$ cat src/rtl/fetch_unit.sv
// Instruction-fetch stage: owns the PC, fetches over a req/ready handshake and
// holds the instruction for control_unit until the datapath retires it.
module fetch_unit #(
   parameter logic [31:0] RESET_PC = 32'h0000_0000,
   parameter int          TIMEOUT  = 16
) (
   input  logic        clk,
   input  logic        rst_n,
   output logic        imem_req,
   output logic [31:0] imem_addr,
   input  logic        imem_ready,
   input  logic [31:0] imem_rdata,
   output logic [31:0] instr,
   output logic [5:0]  opcode,
   output logic        instr_valid,
   output logic [31:0] pc,
   output logic [31:0] pc_plus4,
   input  logic        retire,
   input  logic        stall,
   input  logic        branch,
   input  logic        zero,
   input  logic        jump,
   output logic        fetch_err
);

   typedef enum logic [1:0] {
      IDLE  = 2'd0,
      FETCH = 2'd1,
      HOLD  = 2'd2,
      ERR   = 2'd3
   } state_t;

   localparam logic [7:0] TIMEOUT_LAST = 8'(TIMEOUT - 1);
   localparam logic       TIMEOUT_EN   = (TIMEOUT != 0);

   state_t      state_r, state_s;
   logic [31:0] pc_r, pc_s;
   logic [31:0] instr_r, instr_s;
   logic        instr_valid_r, instr_valid_s;
   logic        fetch_err_r, fetch_err_s;
   logic [7:0]  wait_cnt_r, wait_cnt_s;
   logic [31:0] pc_plus4_s;
   logic [31:0] next_pc_s;

   function automatic logic [31:0] jump_target(input logic [31:0] pc4, input logic [25:0] idx);
      return {pc4[31:28], idx, 2'b00};
   endfunction

   function automatic logic [31:0] branch_target(input logic [31:0] pc4, input logic [15:0] imm);
      return pc4 + {{14{imm[15]}}, imm, 2'b00};
   endfunction

   assign pc_plus4_s = pc_r + 32'd4;

   // Next-PC select; jump is tested first so an undefined branch on jal never leaks in.
   always_comb begin
      next_pc_s = pc_plus4_s;
      if (jump == 1'b1) begin
         next_pc_s = jump_target(pc_plus4_s, instr_r[25:0]);
      end else if ((branch == 1'b1) && (zero == 1'b1)) begin
         next_pc_s = branch_target(pc_plus4_s, instr_r[15:0]);
      end else begin
         next_pc_s = pc_plus4_s;
      end
   end

   // Next-state and next-register computation for the fetch FSM.
   always_comb begin
      state_s       = state_r;
      pc_s          = pc_r;
      instr_s       = instr_r;
      instr_valid_s = instr_valid_r;
      fetch_err_s   = fetch_err_r;
      wait_cnt_s    = wait_cnt_r;
      case (state_r)
         IDLE: begin
            wait_cnt_s = 8'd0;
            state_s    = FETCH;
         end
         FETCH: begin
            instr_valid_s = 1'b0;
            if (imem_ready == 1'b1) begin
               instr_s       = imem_rdata;
               instr_valid_s = 1'b1;
               wait_cnt_s    = 8'd0;
               state_s       = HOLD;
            end else if (TIMEOUT_EN && (wait_cnt_r == TIMEOUT_LAST)) begin
               fetch_err_s = 1'b1;
               state_s     = ERR;
            end else begin
               wait_cnt_s = wait_cnt_r + 8'd1;
            end
         end
         HOLD: begin
            // Retire under stall is dropped, not remembered.
            if ((retire == 1'b1) && (stall == 1'b0)) begin
               pc_s          = next_pc_s;
               instr_valid_s = 1'b0;
               wait_cnt_s    = 8'd0;
               state_s       = FETCH;
            end else begin
               state_s = HOLD;
            end
         end
         ERR: begin
            instr_valid_s = 1'b0;
            fetch_err_s   = 1'b1;
            state_s       = ERR;
         end
         default: begin
            instr_valid_s = 1'b0;
            fetch_err_s   = 1'b1;
            state_s       = ERR;
         end
      endcase
   end

   // State and datapath registers.
   always_ff @(posedge clk or negedge rst_n) begin
      if (!rst_n) begin
         state_r       <= IDLE;
         pc_r          <= RESET_PC;
         instr_r       <= 32'h0000_0000;
         instr_valid_r <= 1'b0;
         fetch_err_r   <= 1'b0;
         wait_cnt_r    <= 8'd0;
      end else begin
         state_r       <= state_s;
         pc_r          <= pc_s;
         instr_r       <= instr_s;
         instr_valid_r <= instr_valid_s;
         fetch_err_r   <= fetch_err_s;
         wait_cnt_r    <= wait_cnt_s;
      end
   end

   // The request follows the state register, so reset removes it immediately.
   assign imem_req    = (state_r == FETCH);
   assign imem_addr   = pc_r;
   assign instr       = instr_r;
   assign opcode      = instr_r[31:26];
   assign instr_valid = instr_valid_r;
   assign pc          = pc_r;
   assign pc_plus4    = pc_plus4_s;
   assign fetch_err   = fetch_err_r;

   fetch_unit_chk u_chk (
      .clk         (clk),
      .rst_n       (rst_n),
      .imem_req    (imem_req),
      .instr_valid (instr_valid),
      .fetch_err   (fetch_err),
      .pc          (pc_r),
      .instr       (instr_r),
      .opcode      (opcode)
   );

endmodule

// Invariant checks for fetch_unit outputs.
module fetch_unit_chk (
   input logic        clk,
   input logic        rst_n,
   input logic        imem_req,
   input logic        instr_valid,
   input logic        fetch_err,
   input logic [31:0] pc,
   input logic [31:0] instr,
   input logic [5:0]  opcode
);

   a_pc_aligned:   assert property (@(posedge clk) disable iff (!rst_n) pc[1:0] == 2'b00);
   a_opcode:       assert property (@(posedge clk) disable iff (!rst_n) opcode == instr[31:26]);
   a_req_no_valid: assert property (@(posedge clk) disable iff (!rst_n) !(imem_req && instr_valid));
   a_err_quiet:    assert property (@(posedge clk) disable iff (!rst_n) fetch_err |-> (!imem_req && !instr_valid));

endmodule

$ cat config.mk
export PLATFORM = sky130hd
export DESIGN_NAME = fetch_unit
export DESIGN_NICKNAME = d
export VERILOG_FILES = /design/src/rtl/fetch_unit.sv
export SDC_FILE = /design/constraint.sdc
export NUM_CORES = 1
export LEC_CHECK = 0
export ABC_AREA = 1
export CAP_MARGIN = 15
export CORE_ASPECT_RATIO = 1.75
export CORE_MARGIN = 10
export CORE_UTILIZATION = 45
export DETAILED_ROUTE_END_ITERATION = 8
export MAX_ROUTING_LAYER = met4
export PLACE_DENSITY_LB_ADDON = 0.12
export SYNTH_ARGS = -nofsm -noshare
export SYNTH_HDL_FRONTEND = slang
export SYNTH_SLANG_ARGS = --single-unit
$ cat constraint.sdc
create_clock -name clk -period 3.8 [get_ports clk]
set_input_delay 0.38 -clock clk [delete_from_list [all_inputs] [get_ports clk]]
set_output_delay 0.38 -clock clk [all_outputs]
set_load 0.005 [all_outputs]
Word-level counts from Yosys, hierarchy flattened
Index checks and enable logic that the tools add are counted.
{"block": "op_classes", "addsub": 3, "n_eq_ne": 9, "mux": 16, "n_bitwise": 1, "reduce_logical": 11}
{"cell": "$mux W32", "n": 2}
{"cell": "$add A32 B3 Y32 const B", "n": 1}
{"cell": "$add A32 B32 Y32", "n": 1}
{"cell": "$mux W8", "n": 3}
{"cell": "$pmux W8 S3", "n": 1}
{"cell": "$add A8 B1 Y8 const B", "n": 1}
{"cell": "$eq A8 B4 Y1 const B", "n": 1}
{"cell": "$pmux W2 S4", "n": 1}
{"cell": "$mux W2", "n": 3}
{"cell": "$reduce_and A2 Y1", "n": 3}
{"cell": "$reduce_and A3 Y1", "n": 2}
{"cell": "$reduce_bool A3 Y1", "n": 2}
{"cell": "$eq A2 B2 Y1 const B", "n": 2}
{"cell": "$mux W1", "n": 4}
{"cell": "$ne A2 B2 Y1 const B", "n": 2}
{"cell": "$ne A3 B1 Y1 const B", "n": 1}
{"cell": "$ne A3 B3 Y1 const B", "n": 1}
{"cell": "$pmux W1 S3", "n": 1}
{"cell": "$eq A2 B1 Y1 const B", "n": 1}
{"cell": "$logic_and A1 B1 Y1", "n": 2}
{"cell": "$logic_not A2 Y1", "n": 1}
{"cell": "$ne A2 B1 Y1 const B", "n": 1}
{"cell": "$pmux W1 S2", "n": 1}
{"cell": "$reduce_bool A2 Y1", "n": 1}
{"cell": "$not A1 Y1", "n": 1}
{"block": "word_totals", "register_bits": 76, "input_bits": 40, "out_inout_bits": 137, "wordCells": 46}

Longest topological paths before layout
Gate-level depths: netlist of the first run.
{"block": "depth", "word_depth": 4, "depth_mapped": 24, "mapped_depth_nobuf": 24}

Worst setup path after synthesis of the first run
No wires, ideal clock.
{"block": "synth_path", "path_kind": "reg-to-reg", "startpoint": "reg pc_r[2] (netlist: imem_addr[2])", "endpoint": "reg pc_r[14] (netlist: imem_addr[14])", "setup_time_ns": 0.116, "t_arrival_ns": 2.760, "required_time_ns": 3.684, "setup_slack_ns": 0.923, "stages_incl_launch_ff": 21, "path_buffers": 0, "period_less_slack_ns": 2.877, "cell_sequence": "dfrtp_1 ha_1 nand2_1 nor2_4 nand2_1 nor2_1 or2_2 nand2_1 inv_1 ha_1 nand2_1 inv_1 a21oi_1 nand2_1 nand2_1 nand2_1 or2_2 nand3_1 nand3_1 nand2_1 nand2_1"}
{"block": "synth_via", "elab_chain_len": 4}
{"element": "from (decl)", "line_no": "37", "rtl": "logic [31:0] pc_r, pc_s;"}
{"element": "from (signal assigned)", "line_no": "129", "rtl": "pc_r <= pc_s;"}
{"element": "$add A32 B3 Y32", "line_no": "53", "rtl": "assign pc_plus4_s = pc_r + 32'd4;"}
{"element": "net pc_plus4[8]", "line_no": "17", "rtl": "output logic [31:0] pc_plus4,"}
{"element": "$add A32 B32 Y32", "line_no": "50", "rtl": "return pc4 + {{14{imm[15]}}, imm, 2'b00};"}
{"element": "$mux W32", "line_no": "60", "rtl": "end else if ((branch == 1'b1) && (zero == 1'b1)) begin"}
{"element": "$mux W32", "line_no": "58", "rtl": "if (jump == 1'b1) begin"}
The timed path passes the listed nets, and every way through them passes these cells.
A chain may end at the register's enable or synchronous reset.

Worst setup path after layout of the first run
{"block": "layout_path", "startpoint": "reg pc_r[3] (netlist: imem_addr[3])", "endpoint": "reg pc_r[25] (netlist: imem_addr[25])"}
{"block": "layout_via", "elab_chain_len": 4}
{"element": "$add A32 B3 Y32 (*)", "line_no": "53"}
{"element": "$add A32 B32 Y32", "line_no": "50"}
{"element": "$mux W32 (*)", "line_no": "60"}
{"element": "$mux W32 (*)", "line_no": "58"}
Every way passes the cells marked *; elsewhere a longest branch is shown, timed or not.

==> Flow_metrics.wiki, run 1 <==
{| class="wikitable"
! Metric !! Value
|-
| Sum of negative setup slack || 0 ns
|-
| Area delta synth->final || 28.0%
|-
| Synthesized area divided by synthesized cell count || 5.93 µm²
|-
| Number of buffers added on ports || 170
|-
| H-tree levels || 3
|-
| Delay of the slowest cell on the worst path || 0.46 ns
|-
| Pre-CTS WS || 0.139 ns
|-
| Final clock skew || 0.0120 ns
|-
| Largest buffer count on any clock path || 2
|-
| Residual antenna-violating net count after detailed routing || 0
|-
| Number of warnings issued by yosys || 0
|-
| Number of synthesized flops with an enable pin || 0
|-
| Starting utilization of the core area || 0.461
|-
| Max Transition Viols Final || 0
|-
| Via count of the first global-routing pass || 7780
|-
| Cell area after technology mapping || 7130 µm²
|-
| Final hold violation count || 0
|-
| Vias || ~7900
|-
| Maxcap violations || 0
|-
| Critical path capture point type || flip-flop
|-
| Flip-flop and latch count after synthesis || 74
|-
| Clock insertion delay at the later pin of the skew report || 0.35 ns
|-
| Worst vdd rail ir drop || between 0.3 and 0.4 mV
|-
| CP Data Arrival Time || 3.85 ns
|-
| Y dimension of the die || 187 µm
|-
| Area of the die || 21500 µm²
|-
| HPWL after detailed placement || ~22000 µm
|-
| Worst path cell trace || ha_2 > nand2_1 > nor2_4 > nand2_1 > nor2_1 > nand3_1 > nand2_1 > inv_1 > ha_1 > nand2_1 > nor2_1 > nand2_1 > nor2_1 > nand2_1 > nand3_1 > nor2_1 > o21ai_0 > nand2_1 > nand2_1
|-
| Final nets || 1420
|-
| Total CTS buffers || 9
|-
| PnR Total Power || ~8.4 mW
|-
| Clock tree sinks || 74
|-
| Most repeated library cell on the critical path || nand2_1
|-
| Post-CTS Setup Repair Bufs || 0
|-
| Library cell contributing the largest single delay on the critical path || dfrtp_1
|-
| Outcome || complete, no violations
|-
| Number of gates resized after cts || 0
|-
| CTS root buffer || clkbuf_16
|-
| Clock tree from TritonCTS || yes
|-
| Overall overflow remaining after global route || 0
|-
| Antenna diode instance count || 0
|-
| Drt first pass iters || 5
|-
| PnR worst setup slack || 0.226 ns
|-
| Number of distinct library cell variants in the gate-level netlist after synthesis || 41
|-
| Number of antenna violations at the first check in global routing || 0
|-
| Detailed router's first-iteration violation count || between 400 and 500
|-
| Critical path type || reg2reg
|-
| Share of the clock period used by the worst path || 0.941
|-
| Buffers & Inverters on Critical Path || 1
|-
| Hold-fix buffers at CTS || 0
|-
| Power density cells || 917 nW/µm²
|-
| Post-detailed-route via-to-cell ratio || 5.15
|-
| CORE AREA || 15500 µm²
|-
| Leakage dissipation || 4.81 nW
|-
| Peak clock frequency supported by timing || around 280 MHz
|-
| DRC errors left || 0
|-
| Top_reg_cell synth || dfrtp_1
|-
| Post-synthesis sequential area ratio || 0.260
|-
| Global-route wire length before repair || ~42000 µm
|-
| Path category of the worst min-delay check || in2async
|-
| RSZ-0062 raised after global routing || false
|-
| Largest net degree at the start of global routing || 75
|-
| Slew at the pin closest to its max-slew limit || 1.00 ns
|-
| Worst Path Max Fanout || 6
|-
| Total wire length || 27400 µm
|-
| Worst setup SP type || flip-flop
|-
| Cell family with most CP delay || simple AND/OR/NAND/NOR gates
|-
| Routed len/inst || 17.9 µm
|-
| Weighted congestion at the end of routability-driven global placement || 1.04
|-
| Final Critical Period || around 3.6 ns
|-
| Post-Syn Instances || 1203
|-
| Global Route Usage Sum || 0.256
|-
| Crit path required time || 4.08 ns
|-
| Endpoints failing setup || 0
|-
| Worst max-slew margin expressed relative to the limit || 0.333
|-
| Die W || about 120 µm
|-
| Cell Rows || 60
|-
| Layout cell share with drive strength beyond 1 || 0.0468
|-
| IO Count || 177
|-
| Clock slew seen by the registers of the worst setup and hold paths || 0.07 ns
|-
| Post-synth ARST share || 1.00
|}
==> synthesized netlist by cell type (all sizes together), types with 3 or more instances <==
| cell type | instances | area (µm²) |
|---|---|---|
| a21o | 4 | 30.0 |
| a21oi | 47 | 235 |
| and2 | 4 | 25.0 |
| buf | 52 | 372 |
| clkbuf | 11 | 41.3 |
| dfrtp | 74 | 1850 |
| ha | 37 | 463 |
| inv | 173 | 649 |
| nand2 | 487 | 1850 |
| nand3 | 82 | 415 |
| nand4 | 14 | 87.6 |
| nor2 | 128 | 531 |
| nor3 | 13 | 75.1 |
| o21ai | 30 | 150 |
| o21bai | 3 | 22.5 |
| o22ai | 5 | 31.3 |
| or2 | 8 | 50.1 |
| xor2 | 12 | 105 |
==> final cells by class <==
type | count | area [µm²]
Sequential cell | 74 | 1850
Clock buffer | 10 | 229
Tap cell | 186 | 233
Fill cell | 1577 | 6340
Multi-Input combinational cell | 896 | 4240
Clock inverter | 6 | 96.3
Inverter | 175 | 657
Timing Repair Buffer | 186 | 1820
==> cells by family (layout without fill, tap and decap cells) <==
logic type / after synthesis / after routing / synth area share
flip-flops: 74 / 74 / 0.260
buffers and inverters: 238 / 377 / 0.150
AND/OR/NAND/NOR: 740 / 740 / 0.429
XOR/XNOR: 14 / 14 / 0.0172
other: 1 / 6 / 0.000526
adder cells (fa/ha/maj): 38 / 38 / 0.0677
AO/OA/AOI/OAI: 98 / 98 / 0.0755
==> through the flow <==
| step | std cells | area (µm²) | utilization | hold WS [ns] |
|---|---|---|---|---|
| global route | 1533 | 9130 | 0.590 | 0.274 |
| finish | 1533 | 9130 | 0.590 | 0.175 |
| detailed placement | 1517 | 8790 | 0.568 | 0.446 |
| CTS | 1533 | 9110 | 0.589 | 0.228 |
| global placement | 1517 | 8790 | 0.568 | 0.449 |
| floorplan | 1208 | 7150 | - | 0.0844 |
==> layout by cell type, fill, tap and decap left out, drive strengths merged, types with 5 or more instances in the layout <==
master | synthesis | final
nand2 | 487 | 487
nor3 | 13 | 13
xor2 | 12 | 12
o21ai | 30 | 30
or2 | 8 | 8
inv | 173 | 176
dfrtp | 74 | 74
clkbuf | 11 | 10
nand4 | 14 | 14
conb | 1 | 6
o22ai | 5 | 5
clkdlybuf4s50 | 0 | 169
buf | 52 | 17
ha | 37 | 37
a21oi | 47 | 47
nand3 | 82 | 82
nor2 | 128 | 128
==> state kept, by name (all words and copies together), names as in the netlist <==
name and flops:
wait_cnt_r 8, state_r 2, fetch_err 1, instr_valid 1, instr 32, imem_addr 30
==> final timing paths <==
| check | from | end | slack [ns] | depth (start not counted) |
|---|---|---|---|---|
| max | imem_addr[3] | imem_addr[25] | 0.23 | 19 |
| min | rst_n | instr[31] | 0.17 | 1 |
| max reg2reg | imem_addr[3] | imem_addr[25] | 0.23 | 19 |
| min reg2reg | fetch_err | fetch_err | 0.46 | 1 |
| max in group asynchronous | rst_n | imem_addr[23] | 2.94 | 1 |
| min in group clk | fetch_err | fetch_err | 0.46 | 1 |
==> power by group <==
| part | leakage (nW) | switching [mW] | internal [mW] | total (mW) |
|---|---|---|---|---|
| combinational | 3.74 | 3.21 | 2.48 | 5.69 |
| sequential | 0.921 | 0.604 | 1.12 | 1.73 |
| clock | 0.156 | 0.377 | 0.585 | 0.962 |
| total | 4.81 | 4.19 | 4.18 | 8.38 |
==> layer usage <==
metal  wire length (µm)  part of all wire  track usage  vias up
met3               1380             0.050       0.0298       48
met5                  0                 0            -        -
met1              10700              0.39        0.290     3625
met2              14500              0.53        0.449      272
met4                828             0.030       0.0851        0
li1                   -                 -            -     3954
(Power assumes the default switching activity.)
==> inputs of run 2 (changes only) <==
--- a/config.mk
+++ b/config.mk
@@ -8,7 +8,7 @@
 export ABC_AREA = 1
 export CAP_MARGIN = 15
 export CORE_ASPECT_RATIO = 1.75
-export CORE_MARGIN = 10
+export CORE_MARGIN = 2
 export CORE_UTILIZATION = 45
 export DETAILED_ROUTE_END_ITERATION = 8
 export MAX_ROUTING_LAYER = met4
==> constraint.sdc (replaced) <==
create_clock -name clk -period 4.34 [get_ports clk]
set_input_delay 0.434 -clock clk [delete_from_list [all_inputs] [get_ports clk]]
set_output_delay 0.434 -clock clk [all_outputs]
set_load 0.005 [all_outputs]
==> Flow_metrics.wiki, run 2 (same netlist as run 1, synthesis figures left out) <==
{| class="wikitable"
! Metric !! Value
|-
| DRC errors left || 0
|-
| Outcome || complete, no violations
|-
| CORE AREA || 15500 µm²
|-
| Detailed router's first-iteration violation count || between 500 and 600
|-
| Final hold violation count || 0
|-
| Worst path cell trace || ha_1 > nand2_1 > nor2_4 > nand2_1 > nor3_1 > nand2_1 > and2_1 > ha_1 > nand2_1 > nor2_1 > inv_1 > nor2_1 > nand3_1 > nand3_1 > nand2_1 > nand3_1 > nand3_1 > nand2_1 > nand2_1
|-
| Area of the die || 16900 µm²
|-
| Residual antenna-violating net count after detailed routing || 0
|-
| Fillcell total || 1559
|-
| Overall overflow remaining after global route || 0
|-
| Power density cells || 798 nW/µm²
|-
| Clock slew seen by the registers of the worst setup and hold paths || about 0.07 ns
|-
| Number of antenna violations at the first check in global routing || 0
|-
| Number of buffers added on ports || 170
|-
| Share of the clock period used by the worst path || 0.910
|-
| Layout cell share with drive strength beyond 1 || 0.0402
|-
| Largest buffer count on any clock path || 2
|-
| Sw power || 3.64 mW
|-
| Core occupancy in the finished layout || 0.587
|-
| Final nets || 1415
|-
| Die W || around 100 µm
|-
| H-tree levels || 3
|-
| Library cell contributing the largest single delay on the critical path || dfrtp_1
|-
| IO Count || 177
|-
| RSZ-0062 raised after global routing || false
|-
| Total CTS buffers || 9
|-
| Post-Route Hold Slack || approximately 0.24 ns
|-
| Drt first pass iters || 5
|-
| CTS root buffer || clkbuf_16
|-
| Path category of the worst min-delay check || in2async
|-
| Starting utilization of the core area || 0.461
|-
| Antenna diode instance count || 0
|-
| Post-detailed-route via-to-cell ratio || 5.12
|-
| Crit path required time || 4.56 ns
|-
| Y dimension of the die || 171 µm
|-
| Share of total power in the clock network || 0.111
|-
| Critical path capture point type || flip-flop
|-
| Global-route wire length before repair || 41000 µm
|-
| Cell Rows || 60
|-
| Largest net degree at the start of global routing || 75
|-
| Max reg flops || 32
|-
| Buffers & Inverters on Critical Path || 1
|-
| Peak clock frequency supported by timing || ~250 MHz
|-
| Sw Ratio || 0.503
|-
| Worst setup SP type || flip-flop
|-
| Leakage dissipation || 4.79 nW
|-
| Maxcap violations || 0
|-
| Sequential group share of total power || 0.208
|-
| Hold-fix buffers at CTS || 0
|-
| Most repeated library cell on the critical path || nand2_1
|-
| Clock tree sinks || 74
|-
| Delay of the slowest cell on the worst path || slightly below 0.5 ns
|-
| Worst vdd rail ir drop || 0.365 mV
|-
| Post-CTS Setup Repair Bufs || 0
|-
| Combinational cell fraction of total power || 0.682
|-
| Final Critical Period || roughly 4.0 ns
|-
| Clock tree from TritonCTS || yes
|-
| Routed len/inst || ~17 µm
|-
| Clock insertion delay at the later pin of the skew report || 0.34 ns
|-
| Internal Dissipation || ~3.6 mW
|-
| Leading cell type in the layout, fill and taps excluded || nand2_1
|-
| Worst Path Max Fanout || 6
|-
| Critical path type || reg2reg
|-
| Endpoints failing setup || 0
|-
| Number of gates resized after cts || 0
|-
| Max Transition Viols Final || 0
|-
| Vias || 7819
|-
| Worst max-slew margin expressed relative to the limit || 0.343
|-
| CP Data Arrival Time || 4.18 ns
|-
| Area delta synth->final || 27.3%
|-
| Sum of negative setup slack || 0 ns
|-
| HPWL after detailed placement || between 20000 and 25000 µm
|-
| Slew at the pin closest to its max-slew limit || just under 1 ns
|-
| Weighted congestion at the end of routability-driven global placement || 1.02
|-
| Total wire length || 26200 µm
|-
| Final clock skew || 0.0128 ns
|-
| Global Route Usage Sum || 0.322
|-
| Leading cell types in the layout, fill and taps excluded || nand2_1, inv_1, clkdlybuf4s50_1
|-
| Cell family with most CP delay || simple AND/OR/NAND/NOR gates
|-
| Via count of the first global-routing pass || ~7700
|}
-- run 2: layout make-up --
cell class	count	area, µm²	area share
Multi-Input combinational cell	896	4230	0.466
Clock inverter	6	72.6	0.00800
Sequential cell	74	1850	0.204
Inverter	175	657	0.0724
Clock buffer	10	239	0.0263
Timing Repair Buffer	181	1790	0.198
Tap cell	186	233	0.0256
-- run 2: worst reg2reg max path: cells and delay by family (launching register included) --
kind | cells | cell delay (ns)
AND/OR/NAND/NOR | 16 | 2.51
adder cells (fa/ha/maj) | 2 | 0.69
flip-flops | 1 | 0.49
buffers and inverters | 1 | 0.13
-- run 2: power groups by stage --
stage,Clock [mW],Combinational (mW),Sequential (mW)
after floorplan,0,2.94,1.36
after global placement,0,4.92,1.49
after detailed placement,0,4.90,1.50
after CTS,0.811,4.93,1.49
after global routing,0.832,5.52,1.56
final,0.800,4.94,1.50
-- run 2: worst paths after layout --
check,from,end,slack (ns),cells after the start
setup / recovery,imem_addr[2],imem_addr[22],0.39,19
hold / removal,rst_n,instr[26],0.24,1
setup reg to reg,imem_addr[2],imem_addr[22],0.39,19
hold reg to reg,fetch_err,fetch_err,0.46,1
max in group asynchronous,rst_n,imem_addr[24],3.44,1
min in group clk,fetch_err,fetch_err,0.46,1
-- run 2: stage by stage --
stage | instances | worst slack (ns) | cell area, µm² | total power [mW]
floorplan | 1208 | 1.46 | 7150 | 4.30
global placement | 1512 | 0.581 | 8760 | 6.41
detailed placement | 1512 | 0.555 | 8760 | 6.40
CTS | 1528 | 0.542 | 9070 | 7.24
global route | 1528 | 0.135 | 9070 | 7.91
finish | 1528 | 0.389 | 9070 | 7.24
-- run 2: per-layer routing --
metal	vias to the layer above	track usage	share of wire
met5	-	-	0
met4	0	0.142	0.048
met3	72	0.0315	0.042
met2	266	0.565	0.52
met1	3533	0.371	0.39
li1	3948	-	-
